<file path="src/rtl/connect4_pkg.sv">
// connect4_pkg
//   Shared definitions for the Connect-Four move sequencer:
//   - default board geometry (columns, rows)
//   - sequencer FSM state encoding
//   - winner codes reported on the winner output
//   - helper that maps the player who just moved to a winner code
package connect4_pkg;

    localparam int DEF_NUM_COLS = 7;
    localparam int DEF_NUM_ROWS = 6;

    typedef enum logic [1:0] {
        ST_IDLE  = 2'd0,
        ST_WRITE = 2'd1,
        ST_CHECK = 2'd2,
        ST_OVER  = 2'd3
    } state_t;

    localparam logic [1:0] WIN_NONE = 2'b00;
    localparam logic [1:0] WIN_P1   = 2'b01;
    localparam logic [1:0] WIN_P2   = 2'b10;
    localparam logic [1:0] WIN_DRAW = 2'b11;

    // Player 0 (P1) maps to 01, player 1 (P2) maps to 10.
    function automatic logic [1:0] winner_code(input logic player);
        return player ? WIN_P2 : WIN_P1;
    endfunction

endpackage

</file>
<file path="src/rtl/move_sequencer_rise_detect.sv">
// rise_detect
//   Registered rising-edge detector for an already-synchronised level.
//   Ports:
//     clk    in   clock
//     rst    in   asynchronous active-high reset (clears the previous sample)
//     level  in   synchronised level input
//     rise   out  high while level is 1 and the previous-cycle sample was 0
module rise_detect (
    input  logic clk,
    input  logic rst,
    input  logic level,
    output logic rise
);

    logic level_q;

    always_ff @(posedge clk or posedge rst) begin
        if (rst) begin
            level_q <= 1'b0;
        end else begin
            level_q <= level;
        end
    end

    assign rise = level & ~level_q;

endmodule

</file>
<file path="src/rtl/move_sequencer.sv">
// move_sequencer
//   Connect-Four move sequencer. Accepts drop requests for a column, writes
//   the piece into board storage, asks an external win checker to evaluate
//   the move and then hands the turn to the other player or ends the game.
//   Ports:
//     CLOCK_50   in   sole clock, rising edge
//     reset      in   asynchronous active-high reset
//     col_sel    in   selected column (legal range 0..NUM_COLS-1)
//     drop_btn   in   synchronised level; a rising edge requests a drop
//     new_game   in   synchronous restart, overrides everything else
//     chk_done   in   one-cycle pulse from the win checker
//     chk_win    in   win checker result, valid with chk_done
//     wr_en      out  one-cycle board write strobe
//     wr_col     out  write column, valid with wr_en
//     wr_row     out  write row (height before the drop), valid with wr_en
//     wr_player  out  owner of the written piece, valid with wr_en
//     board_clr  out  one-cycle board-storage clear pulse
//     chk_start  out  one-cycle win-check start pulse
//     cur_player out  player to move (0 = P1, 1 = P2)
//     busy       out  high in WRITE and CHECK
//     illegal    out  one-cycle pulse after a rejected drop
//     game_over  out  high while in OVER
//     winner     out  00 none, 01 P1, 10 P2, 11 draw
//     state_dbg  out  current FSM state encoding (observation only)
//
//   Checker protocol: chk_start pulses on the first CHECK cycle; the checker
//   answers with a single chk_done pulse (chk_win qualified by it) at any
//   later point, including the same cycle chk_start is high. chk_done seen
//   in any state other than CHECK carries no meaning and is dropped.
module move_sequencer
    import connect4_pkg::*;
#(
    parameter int NUM_COLS = DEF_NUM_COLS,
    parameter int NUM_ROWS = DEF_NUM_ROWS
) (
    input  logic       CLOCK_50,
    input  logic       reset,
    input  logic [2:0] col_sel,
    input  logic       drop_btn,
    input  logic       new_game,
    input  logic       chk_done,
    input  logic       chk_win,
    output logic       wr_en,
    output logic [2:0] wr_col,
    output logic [2:0] wr_row,
    output logic       wr_player,
    output logic       board_clr,
    output logic       chk_start,
    output logic       cur_player,
    output logic       busy,
    output logic       illegal,
    output logic       game_over,
    output logic [1:0] winner,
    output logic [1:0] state_dbg
);

    localparam int HW    = $clog2(NUM_ROWS + 1);
    localparam int CELLS = NUM_COLS * NUM_ROWS;
    localparam int MW    = $clog2(CELLS + 1);

    state_t          state;
    state_t          state_nxt;
    logic            drop_req;
    logic [HW-1:0]   height [NUM_COLS];
    logic [MW-1:0]   move_cnt;
    logic [2:0]      col_q;
    logic            player_q;
    logic [1:0]      winner_q;
    logic            check_entry;
    logic            illegal_q;
    logic            board_clr_q;

    logic [HW-1:0]   sel_height;
    logic [HW-1:0]   wr_height;
    logic            col_in_range;
    logic            drop_ok;
    logic            board_full;

    rise_detect u_rise_detect (
        .clk   (CLOCK_50),
        .rst   (reset),
        .level (drop_btn),
        .rise  (drop_req)
    );

    // Height lookups are plain muxes over the per-column counters.
    always_comb begin
        sel_height = '0;
        wr_height  = '0;
        for (int c = 0; c < NUM_COLS; c++) begin
            if (int'(col_sel) == c) sel_height = height[c];
            if (int'(col_q) == c)   wr_height  = height[c];
        end
    end

    always_comb begin
        col_in_range = int'(col_sel) < NUM_COLS;
        // sel_height is 0 when out of range, so the range test must gate it.
        drop_ok      = drop_req && col_in_range && (int'(sel_height) < NUM_ROWS);
        // The move counter is already bumped by WRITE when CHECK inspects it.
        board_full   = int'(move_cnt) == CELLS;
    end

    // ---------------- FSM: state register ----------------
    always_ff @(posedge CLOCK_50 or posedge reset) begin
        if (reset) begin
            state <= ST_IDLE;
        end else begin
            state <= state_nxt;
        end
    end

    // ---------------- FSM: next state ----------------
    always_comb begin
        state_nxt = state;
        if (new_game) begin
            state_nxt = ST_IDLE;
        end else begin
            case (state)
                ST_IDLE:  if (drop_ok) state_nxt = ST_WRITE;
                ST_WRITE: state_nxt = ST_CHECK;
                ST_CHECK: if (chk_done) state_nxt = (chk_win || board_full) ? ST_OVER : ST_IDLE;
                ST_OVER:  state_nxt = ST_OVER;
                default:  state_nxt = ST_IDLE;
            endcase
        end
    end

    // ---------------- FSM: outputs ----------------
    always_comb begin
        wr_en      = (state == ST_WRITE);
        wr_col     = col_q;
        wr_row     = 3'(wr_height);
        wr_player  = player_q;
        chk_start  = (state == ST_CHECK) && check_entry;
        busy       = (state == ST_WRITE) || (state == ST_CHECK);
        game_over  = (state == ST_OVER);
        winner     = winner_q;
        cur_player = player_q;
        illegal    = illegal_q;
        board_clr  = board_clr_q;
        state_dbg  = state;
    end

    // ---------------- Game bookkeeping ----------------
    always_ff @(posedge CLOCK_50 or posedge reset) begin
        if (reset) begin
            for (int c = 0; c < NUM_COLS; c++) height[c] <= '0;
            move_cnt    <= '0;
            col_q       <= '0;
            player_q    <= 1'b0;
            winner_q    <= WIN_NONE;
            check_entry <= 1'b0;
            illegal_q   <= 1'b0;
            board_clr_q <= 1'b0;
        end else begin
            illegal_q   <= 1'b0;
            board_clr_q <= 1'b0;
            check_entry <= 1'b0;
            if (new_game) begin
                for (int c = 0; c < NUM_COLS; c++) height[c] <= '0;
                move_cnt    <= '0;
                player_q    <= 1'b0;
                winner_q    <= WIN_NONE;
                board_clr_q <= 1'b1;
            end else begin
                case (state)
                    ST_IDLE: begin
                        if (drop_ok) begin
                            col_q <= col_sel;
                        end else if (drop_req) begin
                            illegal_q <= 1'b1;
                        end
                    end
                    ST_WRITE: begin
                        for (int c = 0; c < NUM_COLS; c++) begin
                            if (int'(col_q) == c) height[c] <= height[c] + 1'b1;
                        end
                        move_cnt    <= move_cnt + 1'b1;
                        check_entry <= 1'b1;
                    end
                    ST_CHECK: begin
                        if (chk_done) begin
                            if (chk_win) begin
                                winner_q <= winner_code(player_q);
                            end else if (board_full) begin
                                winner_q <= WIN_DRAW;
                            end else begin
                                player_q <= ~player_q;
                            end
                        end
                    end
                    default: ;
                endcase
            end
        end
    end

endmodule

</file>
<file path="config.mk">
export PLATFORM = sky130hd
export DESIGN_NAME = move_sequencer
export DESIGN_NICKNAME = d
export VERILOG_FILES = /design/src/rtl/connect4_pkg.sv /design/src/rtl/move_sequencer_rise_detect.sv /design/src/rtl/move_sequencer.sv
export SDC_FILE = /design/constraint.sdc
export NUM_CORES = 1
export LEC_CHECK = 0
export ABC_AREA = 1
export CAP_MARGIN = 20
export CORE_AREA = 3 3 91 93
export CTS_BUF_LIST = sky130_fd_sc_hd__clkbuf_8
export CTS_CLUSTER_DIAMETER = 60
export DETAILED_ROUTE_END_ITERATION = 6
export DIE_AREA = 0 0 94 96
export GPL_TIMING_DRIVEN = 0
export PLACE_DENSITY = 0.58
export SLEW_MARGIN = 30
export SYNTH_ARGS = -nofsm -noshare
export SYNTH_HDL_FRONTEND = slang
export SYNTH_SLANG_ARGS = --single-unit
export TNS_END_PERCENT = 1
</file>
<file path="constraint.sdc">
create_clock -name CLOCK_50 -period 2 [get_ports CLOCK_50]
set_clock_uncertainty 0.05 [all_clocks]
set_input_delay 0.4 -clock CLOCK_50 [delete_from_list [all_inputs] [get_ports CLOCK_50]]
set_output_delay 0.4 -clock CLOCK_50 [all_outputs]
set_load 0.05 [all_outputs]
</file>
==> reports/qor.yml <==
place:
  pre_cts_setup_slack_ns: -0.500
  routabilityCongestion: 0.766
  port-buffer-count: 25
  hpwl_mm: 3.76
timing:
  timing.slew.headroom_pct: 62.1
  hold_viol_final: 0
  post-route-worst-setup-slack_ns: -0.0668
  final_min_period_over_clock_period_pct: 103
  max_slew.worst_pin.slew_ns: 0.568
  period_minus_slack_ns: 2.07
  final-max-slew-violation-count: 0
  finalSetupViolations: 3
  timing.fmax_ghz: 0.484
  rsz0062_at_grt: "true"
grt:
  gr-total-overflow: 0
  groute.usage.overall_pct: 12.6
  number_of_global_route_vias_before_repair: 1840
  number_of_antenna_violations_at_the_first_check_in_global_routing: 0
  grt_pass1_wl_mm: 8.94
  grt_start_max_net_pins: 28
worst_setup_path:
  timing.critical_path.from_type: "register"
  required_ns: 1.55
  worst-path-max-fanout: 7
  cpMaxStageDelayCell: "sky130_fd_sc_hd__dfrtp_2"
  critPathCaptureType: "output port"
  cp_data_arrival_time_ns: 1.62
  sequence_of_cells_on_the_critical_path: "nor2_4 > nand2_4 > o22ai_1 > a211oi_2 > nand4_1 > buf_6"
  path_delay_family: "flip-flops"
  worstPathBufferInverterCount: 1
  cp_slowest_stage_delay_ns: 0.51
  crit_type: "register to output port"
pwr:
  ir_drop_uv: 686
  power.density_mw_per_mm2: 1010
  finalPower_mw: 2.86
  p_leak_nw: 1.40
die:
  core.rowCount: 32
  die_area_mm2: 0.00902
  die-height_um: 96
  floorplan.io_pins: 27
  initial_core_util_pct: 29.3
  fp.coreArea_mm2: 0.00761
  die_x_um: 94
detailed_routing:
  finalWirelength_mm: 5.29
  drt_pass1_iterations: 4
  route.detailed.drc: 0
  ant_nets: 0
  route.detailed.wl_per_inst_um: 12.6
  avgViaCountPerCell: 4.66
  drt_first_iter_violations: 59
  routed-via-count: 1960
logic_synthesis:
  syn-mean-instance-area_um2: 7.94
  cell_type_with_the_highest_aggregate_area_in_the_netlist: "sky130_fd_sc_hd__dfrtp_1"
  yosysSeqAreaShare_pct: 43.7
  synth.top_cells.by_area: "sky130_fd_sc_hd__dfrtp_1 44%, sky130_fd_sc_hd__nand2_1 10%, sky130_fd_sc_hd__ha_1 7.9%"
  ys_types: 29
  yosys_warnings: 0
  postSynthNetCount: 304
  ys_seq_elements: 39
  synth_area_mm2: 0.00223
  yosys.area.top_type_share_pct: 43.7
  synthesis.instances: 281
cts:
  htree_levels: 2
  cts-root-buf: "sky130_fd_sc_hd__clkbuf_8"
  clk-insertion-delay-late_ns: 0.29
  cts_buffers: 5
  max-clock-path-buffers: 2
  tritoncts: "built"
  clk_pin_slew_worst_paths_ns: 0.07
  cts_hold_repair.buffers: 0
  cts_num_sinks: 39
layout:
  layout_common_cells: "59 x sky130_fd_sc_hd__nand2_1, 36 x sky130_fd_sc_hd__dfrtp_1, 34 x sky130_fd_sc_hd__inv_1, 28 x sky130_fd_sc_hd__nand3_1, 21 x sky130_fd_sc_hd__nor2_1"
  layout.nets: 342
  n_antenna_cell: 0
  layout-drive-gt1-share_pct: 16.6
  area_growth_syn_to_layout_pct: 27.0
  fill_cells: 794
  leading_cell_type_in_the_layout_fill_and_taps_excluded: "sky130_fd_sc_hd__nand2_1"
job:
  cap_viol_max_count: 0
outcome:
  failing_checks: "setup timing"
  run_status: "finished, violations left"
min_path:
  timing.hold.worst.class: "primary input to async pin"
==> through the flow <==
stage | utilization [%] | hold slack, ns | cell area, µm² | cells | setup TNS, ns
after floorplan | - | 0.381 | 2250 | 281 | -0.257
after global placement | 34.5 | 0.399 | 2630 | 408 | -14.10
after detailed placement | 34.8 | 0.413 | 2650 | 409 | -1.80
after CTS | 36.0 | 0.325 | 2740 | 418 | -0.500
after global routing | 37.3 | 0.342 | 2830 | 421 | -0.452
final | 37.3 | 0.321 | 2830 | 421 | -0.176
==> synth_stat cells <==
cell type                  number
sky130_fd_sc_hd__nand2_2        4
sky130_fd_sc_hd__nand3_1       29
sky130_fd_sc_hd__o21a_1         2
sky130_fd_sc_hd__o21ai_0       20
sky130_fd_sc_hd__o31ai_1        1
sky130_fd_sc_hd__dfrtp_1       39
sky130_fd_sc_hd__xor2_1         2
sky130_fd_sc_hd__buf_4          3
sky130_fd_sc_hd__nor3_1         4
sky130_fd_sc_hd__nand4_1        4
sky130_fd_sc_hd__a21oi_1       14
sky130_fd_sc_hd__clkbuf_1       2
sky130_fd_sc_hd__nor3_4         1
sky130_fd_sc_hd__ha_1          14
sky130_fd_sc_hd__nor2_1        22
sky130_fd_sc_hd__buf_2          1
sky130_fd_sc_hd__nand3b_1       2
sky130_fd_sc_hd__nand2_1       60
sky130_fd_sc_hd__o21ai_2        2
sky130_fd_sc_hd__a211oi_1       3
sky130_fd_sc_hd__o21bai_1       1
sky130_fd_sc_hd__nor3_2         1
sky130_fd_sc_hd__inv_2          3
sky130_fd_sc_hd__nor2_2         2
sky130_fd_sc_hd__and3_1         2
sky130_fd_sc_hd__inv_1         37
sky130_fd_sc_hd__xnor2_1        1
sky130_fd_sc_hd__o211a_1        2
sky130_fd_sc_hd__o22ai_1        3
==> logic make-up after synthesis <==
family / count (synthesis) / synth area share, %
XOR/XNOR: 3 / 1.18
buffers and inverters: 46 / 8.30
flip-flops: 39 / 43.7
AO/OA/AOI/OAI: 48 / 12.5
AND/OR/NAND/NOR: 131 / 26.4
adder cells (fa/ha/maj): 14 / 7.85
==> routing by layer <==
metal	vias up	routed length (µm)	share of wire (%)	track usage [%]
met4	0	0	0	3.37
met2	46	2390	45	18.9
li1	1000	-	-	-
met1	914	2580	49	18.3
met3	0	332	6.3	2.97
met5	-	0	0	0
==> where the power goes <==
| part | leakage [nW] | switching, mW | total (mW) | internal, mW |
|---|---|---|---|---|
| Clock | 0.0466 | 0.269 | 0.499 | 0.230 |
| Sequential | 0.526 | 0.150 | 1.04 | 0.893 |
| Combinational | 0.826 | 0.906 | 1.32 | 0.412 |
| Total | 1.40 | 1.32 | 2.86 | 1.54 |
==> worst register-to-register path, cell delays in order (launching register included) <==
cell	delay, ns
sky130_fd_sc_hd__dfrtp_1	0.45
sky130_fd_sc_hd__inv_2	0.13
sky130_fd_sc_hd__ha_4	0.14
sky130_fd_sc_hd__buf_4	0.16
sky130_fd_sc_hd__inv_2	0.12
sky130_fd_sc_hd__nor2_4	0.24
sky130_fd_sc_hd__inv_1	0.12
sky130_fd_sc_hd__nor2_1	0.15
sky130_fd_sc_hd__nand2_1	0.06
sky130_fd_sc_hd__o21ai_0	0.07
==> cell type report <==
cell class / count / area (µm²) / area share [%]
Multi-Input combinational cell: 196 / 1160 / 41.0
Sequential cell: 39 / 980 / 34.6
Timing Repair Buffer: 31 / 302 / 10.6
Inverter: 40 / 153 / 5.39
Tap cell: 102 / 128 / 4.50
Clock buffer: 5 / 68.8 / 2.43
Buffer: 6 / 35.0 / 1.24
Clock inverter: 2 / 7.51 / 0.265
==> timing repair <==
| item | 4_1_cts | 5_1_grt |
|---|---|---|
| buffers inserted | 2 | 3 |
| resized for setup | 41 | 21 |
| endpoints found under the setup margin | 13 | 14 |
| pin swaps | 0 | 5 |
==> state kept, by name, indices dropped and copies added (netlist names) <==
signal,count
height,21
move_cnt,6
wr_col,3
state_dbg,2
winner,2
board_clr,1
check_entry,1
cur_player,1
illegal,1
u_rise_detect.level_q,1
==> worst paths after layout <==
| kind | from | cells past startpoint | slack (ns) | endpoint |
|---|---|---|---|---|
| hold / removal | reset | 2 | 0.32 | move_cnt[4] |
| min in group CLOCK_50 | col_sel[1] | 3 | 0.38 | wr_col[1] |
| setup reg to reg | state_dbg[1] | 9 | 0.24 | height[19] |
| hold reg to reg | move_cnt[4] | 1 | 0.42 | move_cnt[4] |
| max in group asynchronous | reset | 3 | 1.12 | wr_col[1] |
| setup / recovery | wr_col[0] | 6 | -0.07 | wr_row[1] |
Note: power is estimated with default switching activity, not from simulation.
